**config.mk**
```make
export PLATFORM = sky130hd
export DESIGN_NAME = ptw_responder
export DESIGN_NICKNAME = d
export VERILOG_FILES = /design/src/rtl/ptw_responder.sv
export SDC_FILE = /design/constraint.sdc
export NUM_CORES = 1
export LEC_CHECK = 0
export CELL_PAD_IN_SITES_DETAIL_PLACEMENT = 0
export CELL_PAD_IN_SITES_GLOBAL_PLACEMENT = 2
export CORE_MARGIN = 2
export CORE_UTILIZATION = 25
export DETAILED_ROUTE_END_ITERATION = 7
export PLACE_DENSITY_LB_ADDON = 0.1
export SLEW_MARGIN = 20
export SYNTH_ARGS = -nofsm -noshare
export SYNTH_HDL_FRONTEND = slang
export SYNTH_SLANG_ARGS = --single-unit
```
**constraint.sdc**
```tcl
create_clock -name clk -period 2.68 [get_ports clk]
set_input_delay 0.67 -clock clk [delete_from_list [all_inputs] [get_ports clk]]
set_output_delay 0.67 -clock clk [all_outputs]
set_load 0.02 [all_outputs]
```
**src/rtl/ptw_responder.sv**
```systemverilog
// Page-table walker shared by the imem and dmem TLBs: round-robin request
// arbitration, multi-level walk through one PTE read port, one-cycle response.
module ptw_responder #(
    parameter int VPN_W  = 20,
    parameter int PPN_W  = 32,
    parameter int LEVELS = 2,
    parameter int IDX_W  = VPN_W / LEVELS,
    parameter int ADDR_W = PPN_W + IDX_W + 3
) (
    input  logic              clk,
    input  logic              reset,
    input  logic [PPN_W-1:0]  io_ptbr,
    input  logic              io_imem_ptw_req_valid,
    output logic              io_imem_ptw_req_ready,
    input  logic [VPN_W-1:0]  io_imem_ptw_req_bits_vpn,
    input  logic              io_dmem_ptw_req_valid,
    output logic              io_dmem_ptw_req_ready,
    input  logic [VPN_W-1:0]  io_dmem_ptw_req_bits_vpn,
    output logic              io_imem_ptw_resp_valid,
    output logic              io_imem_ptw_resp_bits_error,
    output logic [PPN_W-1:0]  io_imem_ptw_resp_bits_ppn,
    output logic              io_dmem_ptw_resp_valid,
    output logic              io_dmem_ptw_resp_bits_error,
    output logic [PPN_W-1:0]  io_dmem_ptw_resp_bits_ppn,
    output logic              io_mem_req_valid,
    input  logic              io_mem_req_ready,
    output logic [ADDR_W-1:0] io_mem_req_bits_addr,
    input  logic              io_mem_resp_valid,
    input  logic [63:0]       io_mem_resp_bits_data
);
    // state | meaning
    // IDLE  | arbitrate between clients, accept one request
    // REQ   | PTE read presented to memory, held until accepted
    // WAIT  | waiting for PTE data, then descend or finish
    // RESP  | one-cycle response pulse to the latched client
    typedef enum logic [1:0] {IDLE, REQ, WAIT, RESP} state_t;

    localparam int LVL_W = (LEVELS > 1) ? $clog2(LEVELS) : 1;
    localparam logic [LVL_W-1:0] LAST_LVL = LVL_W'(LEVELS - 1);

    state_t           state_q, state_d;
    logic [LVL_W-1:0] level_q, level_d;
    logic             prio_q, prio_d;
    logic             client_q, client_d;
    logic [VPN_W-1:0] vpn_q, vpn_d;
    logic [PPN_W-1:0] cur_ppn_q, cur_ppn_d;
    logic             err_q, err_d;
    logic [PPN_W-1:0] ppn_q, ppn_d;

    logic             grant_imem;
    logic             grant_dmem;
    logic [VPN_W-1:0] vpn_shift;
    logic [IDX_W-1:0] idx;
    logic             pte_v;
    logic             pte_l;
    logic [PPN_W-1:0] pte_ppn;

    // Left-align the current level's index so it is always the top IDX_W bits.
    assign vpn_shift = vpn_q << (level_q * IDX_W);
    assign idx       = vpn_shift[VPN_W-1 -: IDX_W];
    assign pte_v     = io_mem_resp_bits_data[0];
    assign pte_l     = io_mem_resp_bits_data[1];
    assign pte_ppn   = PPN_W'(io_mem_resp_bits_data[63:32]);

    always_comb begin
        state_d   = state_q;
        level_d   = level_q;
        prio_d    = prio_q;
        client_d  = client_q;
        vpn_d     = vpn_q;
        cur_ppn_d = cur_ppn_q;
        err_d     = err_q;
        ppn_d     = ppn_q;

        grant_imem = 1'b0;
        grant_dmem = 1'b0;

        io_imem_ptw_req_ready       = 1'b0;
        io_dmem_ptw_req_ready       = 1'b0;
        io_imem_ptw_resp_valid      = 1'b0;
        io_imem_ptw_resp_bits_error = 1'b0;
        io_imem_ptw_resp_bits_ppn   = '0;
        io_dmem_ptw_resp_valid      = 1'b0;
        io_dmem_ptw_resp_bits_error = 1'b0;
        io_dmem_ptw_resp_bits_ppn   = '0;
        io_mem_req_valid            = 1'b0;
        io_mem_req_bits_addr        = '0;

        unique case (state_q)
            IDLE: begin
                // prio_q = 0 favours imem, 1 favours dmem; flips only on contention.
                grant_imem = io_imem_ptw_req_valid && (!io_dmem_ptw_req_valid || !prio_q);
                grant_dmem = io_dmem_ptw_req_valid && !grant_imem;
                io_imem_ptw_req_ready = grant_imem;
                io_dmem_ptw_req_ready = grant_dmem;
                if (grant_imem || grant_dmem) begin
                    vpn_d     = grant_imem ? io_imem_ptw_req_bits_vpn : io_dmem_ptw_req_bits_vpn;
                    client_d  = grant_dmem;
                    cur_ppn_d = io_ptbr;
                    level_d   = '0;
                    err_d     = 1'b0;
                    ppn_d     = '0;
                    state_d   = REQ;
                    if (io_imem_ptw_req_valid && io_dmem_ptw_req_valid) begin
                        prio_d = ~prio_q;
                    end
                end
            end
            REQ: begin
                io_mem_req_valid     = 1'b1;
                io_mem_req_bits_addr = {cur_ppn_q, idx, 3'b000};
                if (io_mem_req_ready) begin
                    state_d = WAIT;
                end
            end
            WAIT: begin
                if (io_mem_resp_valid) begin
                    if (!pte_v) begin
                        err_d   = 1'b1;
                        ppn_d   = '0;
                        state_d = RESP;
                    end else if (pte_l) begin
                        err_d   = 1'b0;
                        ppn_d   = pte_ppn;
                        state_d = RESP;
                    end else if (level_q != LAST_LVL) begin
                        cur_ppn_d = pte_ppn;
                        level_d   = level_q + LVL_W'(1);
                        state_d   = REQ;
                    end else begin
                        err_d   = 1'b1;
                        ppn_d   = '0;
                        state_d = RESP;
                    end
                end
            end
            RESP: begin
                io_imem_ptw_resp_valid      = !client_q;
                io_imem_ptw_resp_bits_error = !client_q && err_q;
                io_imem_ptw_resp_bits_ppn   = client_q ? '0 : ppn_q;
                io_dmem_ptw_resp_valid      = client_q;
                io_dmem_ptw_resp_bits_error = client_q && err_q;
                io_dmem_ptw_resp_bits_ppn   = client_q ? ppn_q : '0;
                state_d = IDLE;
            end
            default: state_d = IDLE;
        endcase
    end

    always_ff @(posedge clk or negedge reset) begin
        if (!reset) begin
            state_q   <= IDLE;
            level_q   <= '0;
            prio_q    <= 1'b0;
            client_q  <= 1'b0;
            vpn_q     <= '0;
            cur_ppn_q <= '0;
            err_q     <= 1'b0;
            ppn_q     <= '0;
        end else begin
            state_q   <= state_d;
            level_q   <= level_d;
            prio_q    <= prio_d;
            client_q  <= client_d;
            vpn_q     <= vpn_d;
            cur_ppn_q <= cur_ppn_d;
            err_q     <= err_d;
            ppn_q     <= ppn_d;
        end
    end

endmodule

```
==> run metrics <==
library cells used by synthesis=31; Synth Cell Area=5110 um^2; Critical Path End Type=primary output; Initial Util=0.253; critical path startpoint category=register; worst reg2reg path endpoint=vpn_q[3]; most frequent cell after synthesis=dfrtp_1; # DRC=0; syn_area_per_cell=10.2 um^2; die area=21,600 um^2; core area=20,200 um^2; FF-to-FF path depth=5; reg2reg start=state_q[0]; Syn Inst Count=503; Cell Pwr Density=901 nW/um^2; ant diodes=0; Slew headroom=0.440; Synth top cells by count=dfrtp_1 (90), and2_1 (68), mux2_2 (63), mux2i_1 (62), a21oi_1 (41); Sink Count=90; clk_lat worst skew=340 ps; Critical Path Fanout Max=33; final worst setup slack=70.1 ps; Detail Route Antenna Nets=0; asr flop ratio synth=1.00; Worst IR Drop VDD=0.454 mV; Overall Power=7.35 mW; Vias per Instance=4.37; cell count after placement=981; hpwl dp=12,600 um; Clock Tree Root=clkbuf_16; HP Class=input port to async pin; CP Class=register to primary output; DRT Pass-1 Iters=4; drt total wl=17,200 um; crit-path cells=buf_4, nor3_1, clkdlybuf4s50_1; Num CTS Buffers=9; non-filler instance count after layout=997; CTS tree=yes; nets=864; pin count of the biggest net entering global routing=43; DR WL/cell=17.3 um; final RePlAce weighted congestion=0.726; unrepaired setup endpoints after global routing=false; Main synth FF type=dfrtp_1; fin crit share=0.974; Max Cap Viol=0; area grow syn2layout=59.5%; Worst Path Required=2010 ps; Yosys top cell by area=dfrtp_1; clock skew=8.34 ps; All-Layer GR Usage=0.159; Worst Setup SP=client_q; Die H=147 um; Synth top area share=0.441; #FFs+latches synth=90; critical path's slowest cell=clkdlybuf4s50_1; fraction of layout cells with a size suffix above 1=0.158; top post-synthesis cells by area=dfrtp_1 (44%), mux2_2 (14%), mux2i_1 (12%); Pins Over Slew Limit=0; setup violators final=0; Max Root-Sink Buffers=2; post-layout minimum cycle time=2610 ps; chip width=147 um; vias in the first global route=4,625; FF-to-FF setup slack=590 ps; status=finished clean; Final Core Density=0.404; initial antenna violation count=0; Max Freq=383 MHz; Clk pin slew, worst setup/hold paths=70 ps; final hold violation count=0; LEAKAGE=4.10 nW; sequential share of the synthesized area=0.441; worst slack at placement=-145 ps; Crit path largest cell delay=640 ps; vias=4,358; H-tree Lvls=3; FP Rows=52; Syn. warnings=0; io pins=258; worst slew pin tran=840 ps; Post-synth EDFFs=0; first-pass GRT wire length=26,600 um; CP arrival=1940 ps; WP buf/inv=2; setup TNS=0 ps; I/O Buffers=224; Starting DRT DRC Count=134; Crit path max-delay family=buffers and inverters; GR Overflow Total=0
-- layout by cell type (no fill, tap or decap) --
cell	n
nor2b_4	1
xor2_1	1
or2_2	1
buf_6	1
and2_1	68
nand2b_1	1
and3_1	2
buf_12	7
nand2_1	35
a21boi_2	1
nor2_2	1
nor3b_2	1
a22o_1	1
clkinvlp_4	1
o32ai_1	1
a41oi_1	1
nor2_1	14
mux2i_1	62
dfrtp_2	1
nor2b_1	1
clkbuf_16	9
clkdlybuf4s50_1	141
conb_1	3
mux2_2	63
buf_4	19
clkbuf_8	3
a21boi_0	1
dlymetal6s2s_1	45
a2111oi_4	1
a21oi_1	41
mux2_1	2
bufinv_16	2
clkinv_2	1
and4b_2	1
dfrtp_1	89
a32o_2	1
inv_1	34
dlygate4sd2_1	36
nor3_1	33
-- flip-flops by register name, indices dropped and copies added (netlist names) --
register	count
cur_ppn_q	32
ppn_q	32
vpn_q	20
state_q	2
client_q	1
err_q	1
level_q	1
prio_q	1
-- metal layers --
layer	up-vias	wire (um)	share of wire	global-route usage
met3	12	978	0.057	0.0304
met1	2092	8050	0.47	0.216
met2	141	8020	0.47	0.261
li1	2113	-	-	-
met4	0	189	0.011	0.0433
met5	-	0	0	0
-- metrics by stage --
stage	cell area [um^2]	hold WS (ps)
after floorplan	5120	374
after global placement	7740	465
after detailed placement	7740	474
after CTS	8040	262
after global routing	8150	282
final	8150	246
-- worst register-to-register path, stage by stage, from the launching register on --
cell,delay [ps]
dfrtp_1,400
buf_4,180
nor2_2,180
buf_4,310
and2_1,730
a21oi_1,140
-- what timing repair did --
action / 4_1_cts / 5_1_grt
setup buffers: 0 / 0
hold buffers: 0 / 0
resized for setup: 38 / 45
pin swaps: 0 / 0
hold endpoints to repair: 0 / 0
setup endpoints to repair: 65 / 45
-- worst max-delay path by stage --
stage / depth (start not counted) / end
3_3_place_gp: 4 / io_imem_ptw_req_ready
6_report: 3 / io_imem_ptw_resp_bits_ppn[6]
3_5_place_dp: 4 / io_imem_ptw_req_ready
4_1_cts: 5 / io_mem_req_bits_addr[34]
5_1_grt: 3 / io_imem_ptw_resp_bits_ppn[6]
2_1_floorplan: 3 / io_imem_ptw_req_ready
-- report_power, final --
group	leakage (nW)	internal [mW]	switching, mW	total [mW]
Combinational	2.82	1.84	1.95	3.79
Clock	0.165	0.893	0.543	1.44
Sequential	1.11	1.86	0.262	2.12
-- cell type report --
cell class,instances,area (um^2)
inverter,34,128
sequential,90,2250
timing repair buffer,249,2580
clock inverter,4,72.6
multi-input combinational,338,2510
fill,2026,12000
clock buffer,12,267
tap,270,338
-- kinds of logic (layout without fill, tap and decap cells) --
group,Yosys count,after routing,share of synthesized area
and+or+nand+nor,159,159,0.164
muxes,127,127,0.265
DFF,90,90,0.441
buffers and inverters,77,299,0.0725
AOI/OAI and AO/OA,48,48,0.0558
other,1,3,0.000734
xor gates and xnor gates,1,1,0.00171
Note: power is estimated with default switching activity, not from simulation.
